--- src/rtl/piso_serializer_32bit.sv ---
// Parallel-in/serial-out transmitter with valid/ready on both the word load
// and the bit stream. Frames follow each other with no idle gap when the next
// word is offered during the last bit.
// Optional feature: define PISO_PARITY_EN to append one even-parity bit per
// frame (frame length WIDTH+1, ser_last marks the parity bit).
module piso_serializer_32bit #(
  parameter int unsigned WIDTH     = 32,
  parameter bit          MSB_FIRST = 1'b1
) (
  input  logic             clk,
  input  logic             reset,
  input  logic [WIDTH-1:0] data_in,
  input  logic             load_valid,
  output logic             load_ready,
  input  logic             ser_ready,
  output logic             ser_out,
  output logic             ser_valid,
  output logic             ser_first,
  output logic             ser_last,
  output logic             busy
);

`ifdef PISO_PARITY_EN
  localparam int unsigned N = WIDTH + 1;
`else
  localparam int unsigned N = WIDTH;
`endif
  localparam int unsigned CNT_W = $clog2(WIDTH + 2);
  localparam logic [CNT_W-1:0] LAST_IDX = CNT_W'(N - 1);

  typedef enum logic {StIdle, StShift} state_e;

  state_e           state_q, state_d;
  logic [WIDTH-1:0] sreg_q, sreg_d;
  logic [CNT_W-1:0] cnt_q, cnt_d;
`ifdef PISO_PARITY_EN
  logic             par_q, par_d;
`endif

  logic             shifting;
  logic             at_last;
  logic             load_acc;
  logic             bit_acc;
  logic             data_bit;
  logic             out_bit;
  logic [WIDTH-1:0] sreg_shifted;

  assign shifting   = (state_q == StShift);
  assign at_last    = shifting && (cnt_q == LAST_IDX);
  // A new word may be taken while the last bit of the current frame leaves.
  assign load_ready = !shifting || (at_last && ser_ready);
  assign load_acc   = load_valid && load_ready;
  assign bit_acc    = shifting && ser_ready;

  assign data_bit     = MSB_FIRST ? sreg_q[WIDTH-1] : sreg_q[0];
  assign sreg_shifted = MSB_FIRST ? {sreg_q[WIDTH-2:0], 1'b0} : {1'b0, sreg_q[WIDTH-1:1]};

`ifdef PISO_PARITY_EN
  // After WIDTH data bits the counter points at the parity slot.
  assign out_bit = (cnt_q == CNT_W'(WIDTH)) ? par_q : data_bit;
`else
  assign out_bit = data_bit;
`endif

  // Outputs are pure functions of registered state; gated so idle shows 0.
  assign ser_out   = shifting && out_bit;
  assign ser_valid = shifting;
  assign busy      = shifting;
  assign ser_first = shifting && (cnt_q == '0);
  assign ser_last  = at_last;

  // Next-state: load, shift on accepted bit, or return to idle after the last bit.
  always_comb begin
    state_d = state_q;
    sreg_d  = sreg_q;
    cnt_d   = cnt_q;
`ifdef PISO_PARITY_EN
    par_d   = par_q;
`endif
    case (state_q)
      StIdle: begin
        if (load_acc) begin
          state_d = StShift;
          sreg_d  = data_in;
          cnt_d   = '0;
`ifdef PISO_PARITY_EN
          par_d   = ^data_in;
`endif
        end
      end
      StShift: begin
        if (bit_acc) begin
          if (at_last) begin
            if (load_acc) begin
              sreg_d = data_in;
              cnt_d  = '0;
`ifdef PISO_PARITY_EN
              par_d  = ^data_in;
`endif
            end else begin
              state_d = StIdle;
              sreg_d  = '0;
              cnt_d   = '0;
            end
          end else begin
            sreg_d = sreg_shifted;
            cnt_d  = cnt_q + CNT_W'(1);
          end
        end
      end
      default: state_d = StIdle;
    endcase
  end

  // State registers, cleared asynchronously so an abort takes effect at once.
  always_ff @(posedge clk or negedge reset) begin
    if (!reset) begin
      state_q <= StIdle;
      sreg_q  <= '0;
      cnt_q   <= '0;
`ifdef PISO_PARITY_EN
      par_q   <= 1'b0;
`endif
    end else begin
      state_q <= state_d;
      sreg_q  <= sreg_d;
      cnt_q   <= cnt_d;
`ifdef PISO_PARITY_EN
      par_q   <= par_d;
`endif
    end
  end

endmodule

--- config.mk ---
export PLATFORM = sky130hd
export DESIGN_NAME = piso_serializer_32bit
export DESIGN_NICKNAME = d
export VERILOG_FILES = /design/src/rtl/piso_serializer_32bit.sv
export SDC_FILE = /design/constraint.sdc
export NUM_CORES = 1
export LEC_CHECK = 0
export CAP_MARGIN = 5
export CORE_MARGIN = 3
export CORE_UTILIZATION = 26
export DETAILED_ROUTE_END_ITERATION = 10
export PLACE_DENSITY = 0.49
export SYNTH_ARGS = -nofsm -noshare
export SYNTH_HDL_FRONTEND = slang
export SYNTH_SLANG_ARGS = --single-unit
--- constraint.sdc ---
create_clock -name clk -period 1.65 [get_ports clk]
set_input_delay 0.165 -clock clk [delete_from_list [all_inputs] [get_ports clk]]
set_output_delay 0.165 -clock clk [all_outputs]
set_load 0.05 [all_outputs]
==> qor.yml <==
global_routing:
  antenna_found_initial: 0
  use_met2: 0.193
  first_pass_grt_wire_length_um: 9210
  first_global_vias: 1865
  grt.total_usage: 0.132
  grt_max_degree: 33
  grt.met3_usage: 0.0329
  grt_busiest_layer: "met1"
  gr-total-overflow: 0
  grt_util_met1: 0.195
pwr:
  p_total_mw: 3.13
  share_seq_of_total_power: 0.439
  combinational_cell_fraction_of_total_power: 0.301
  max-vdd-ir-drop_uv: 328
  clock_power_share: 0.260
  power_density_mw_per_mm2: 1070
  switchingPower_mw: 0.980
  swShare: 0.313
  internal_power_mw: 2.15
  leakagePower_nw: 1.22
worst_setup_path:
  master_of_the_slowest_instance_on_the_critical_path: "sky130_fd_sc_hd__dfrtp_1"
  cp_data_required_time_ps: 1480
  critPathArrivalTime_ps: 1610
  cp-end-kind: "output pin"
  critical_path.cell_chain: "ha_2, nand4_1, or2_4, buf_12, clkinvlp_4, buf_8"
  cp_slowest_stage_delay_ps: 360
  rr_worst_depth: 8
  cp_startpoint_kind: "register"
  slack_of_the_worst_reg_to_reg_path_ps: -110
  timing.setup.critical_path_class: "reg -> out"
  worstReg2RegStart: "cnt_q[0]"
  worst-path-buf-inv: 3
  timing.critical_path.fanout_max: 5
  r2r_end: "sreg_q[24]"
  path_delay_family: "simple AND/OR/NAND/NOR gates"
die:
  core_area_mm2: 0.00737
  initial_utilization: 0.272
  die-width_um: 93.8
  die_h_um: 93.8
  floorplan.die_area_mm2: 0.00880
  floorplan.rows: 31
  io-pin-count: 42
timing:
  clock.fmax_ghz: 0.564
  timing_max_transition_violations_final: 0
  setup_tns_ps: -2870
  hold_violations: 0
  final-setup-viol-count: 34
  final_period_minus_worst_setup_slack_ps: 1770
  slew-limit-headroom: 0.538
  final_critical_path_setup_slack_ps: -124
  tightestPinTransition_ps: 694
  grt_setup_unrepaired: "true"
  period_share: 1.08
  fin_skew_ps: 13.1
yosys:
  asyncSetResetFlopFracSynth: 1.00
  synth_edf_count: 0
  synth.yosys.warnings: 0
  mappedNetlistArea_mm2: 0.00200
  synth_sequential_area_ratio: 0.487
  synth.ff_latch_count: 39
  synthesis.area_per_instance_um2: 9.03
  synth_fp_nets: 260
  synth_cell_types: 31
  dominantRegCellSynth: "sky130_fd_sc_hd__dfrtp_1"
  syn_inst: 222
clocking:
  cts_buffers: 5
  max-clock-path-buffers: 2
  h_tree_levels: 2
  clockRootBuffer: "sky130_fd_sc_hd__clkbuf_8"
  worst_skew_pair.late_latency_ps: 300
  cts.sink_count: 39
  cts.clk_slew.worst_paths_ps: 90
  cts_tree: "built"
min_path:
  hold-path-endpoint: "sreg_q[6]"
  whs_path_depth: 3
  min-delay-path-class: "in -> reg"
  hold_start: "data_in[6]"
placement:
  gp_congestion: 0.771
  port_buffer_count: 41
  post-dp-hpwl_um: 3730
route:
  ant_nets: 0
  route.detailed.drc: 0
  route.final.wire_length_um: 5580
  final_routed_wire_length_divided_by_cell_count_um: 14.6
  initialDrtViolationCount: 98
  dr_total_vias: 1873
  drt_pass1_iterations: 4
  viasPerCell: 4.90
layout:
  filler_cell_count: 770
  antenna_cells: 0
  post_route_cells_drive_above_1_share: 0.216
  final_net_count: 320
  area_grow_syn2layout_pct: 45.8
run_status:
  violated_checks: "setup timing"
  outcome: "finished with violations"
run:
  max_capacitance_violation_count: 0
==> flip-flops by register name, indices dropped and copies added (netlist names) <==
register,flops
cnt_q,6
sreg_q,32
busy,1
==> worst register-to-register path, delay by kind of cell (launching register included) <==
| kind | cells | cell delay, ps |
|---|---|---|
| simple gates | 1 | 130 |
| flops | 1 | 360 |
| buf+inv | 3 | 530 |
| compound gates | 3 | 470 |
| fa+ha+maj | 1 | 190 |
==> kinds of logic after synthesis <==
| family | share of synthesized area |
|---|---|
| AO/OA/AOI/OAI | 0.323 |
| AND/OR/NAND/NOR | 0.103 |
| flip-flops | 0.487 |
| buffers and inverters | 0.0643 |
| adder cells (fa/ha/maj) | 0.0125 |
| XOR/XNOR | 0.00437 |
| multiplexers | 0.00562 |
==> metrics by stage <==
| stage | hold WS (ps) | area (um2) | cells | utilization | worst slack [ps] |
|---|---|---|---|---|---|
| final | 399 | 2920 | 382 | 0.397 | -124 |
| after CTS | 389 | 2890 | 381 | 0.393 | -164 |
| after floorplan | -131 | 2050 | 222 | - | -55.8 |
| after global routing | 412 | 2920 | 382 | 0.397 | -209 |
| after global placement | 253 | 2690 | 365 | 0.365 | -2.85 |
| after detailed placement | 253 | 2690 | 365 | 0.365 | -42.9 |
==> layout by cell type (no fill, tap or decap), types with 2 or more instances in the layout <==
cell type                         count
sky130_fd_sc_hd__nand2b_4             2
sky130_fd_sc_hd__a22oi_1             31
sky130_fd_sc_hd__nand2_1             34
sky130_fd_sc_hd__inv_4                2
sky130_fd_sc_hd__clkdlybuf4s50_1     34
sky130_fd_sc_hd__buf_2                2
sky130_fd_sc_hd__dfrtp_1             38
sky130_fd_sc_hd__inv_1                2
sky130_fd_sc_hd__o21ai_1             31
sky130_fd_sc_hd__buf_12               6
sky130_fd_sc_hd__o21ai_0              4
sky130_fd_sc_hd__a21oi_1             32
sky130_fd_sc_hd__buf_4               27
sky130_fd_sc_hd__nand3_1              3
sky130_fd_sc_hd__clkbuf_8             5
sky130_fd_sc_hd__nor2_1               2
==> power by group through the flow <==
stage / logic (mW) / registers (mW) / clock network, mW
after floorplan: 0.508 / 1.37 / 0
after global placement: 0.862 / 1.38 / 0
after detailed placement: 0.878 / 1.39 / 0
after CTS: 0.906 / 1.37 / 0.842
after global routing: 1.06 / 1.41 / 0.880
final: 0.942 / 1.37 / 0.815
==> worst max path at each step <==
stage,slack [ps],depth (start not counted),end,start
detailed placement,-40,7,sreg_q[24],cnt_q[1]
finish,-120,6,ser_last,cnt_q[0]
CTS,-160,6,ser_last,cnt_q[1]
floorplan,-60,6,sreg_q[0],cnt_q[0]
global placement,-3,6,ser_last,cnt_q[0]
global route,-210,8,sreg_q[10],cnt_q[0]
==> metal layers <==
layer | share of wire | wire [um] | vias to the layer above
met5 | 0 | 0 | -
met4 | 0.0072 | 40 | 0
met3 | 0.042 | 234 | 4
met2 | 0.45 | 2530 | 38
met1 | 0.50 | 2780 | 905
li1 | - | - | 926
==> area by class of cell <==
class	count	area, um2	area share
Sequential cell	39	980	0.335
Multi-Input combinational cell	159	970	0.332
Timing Repair Buffer	72	709	0.243
Tap cell	99	124	0.0424
Clock buffer	5	68.8	0.0235
Clock inverter	3	43.8	0.0150
Inverter	5	27.5	0.00942
==> cell usage after synthesis (2+ instances only) <==
master                     number  area, um2
sky130_fd_sc_hd__a21oi_1       32        160
sky130_fd_sc_hd__a22oi_1       31        233
sky130_fd_sc_hd__buf_2         10       50.1
sky130_fd_sc_hd__buf_6          3       33.8
sky130_fd_sc_hd__clkbuf_1       5       18.8
sky130_fd_sc_hd__dfrtp_1       39        976
sky130_fd_sc_hd__ha_1           2       25.0
sky130_fd_sc_hd__inv_1          5       18.8
sky130_fd_sc_hd__nand2_1       34        128
sky130_fd_sc_hd__nand2b_1       3       18.8
sky130_fd_sc_hd__nand3_1        3       15.0
sky130_fd_sc_hd__nor2_1         2       7.51
sky130_fd_sc_hd__o21ai_0        5       25.0
sky130_fd_sc_hd__o21ai_1       31        155
==> what timing repair did <==
action / in CTS / in global routing
hold endpoints to repair: 27 / 0
setup buffers: 7 / 0
endpoints found under the setup margin: 33 / 35
pin swaps: 3 / 3
hold buffers: 1 / 0
gates resized for setup: 8 / 8
gates cloned: 0 / 1
Note: power is estimated with default switching activity, not from simulation.
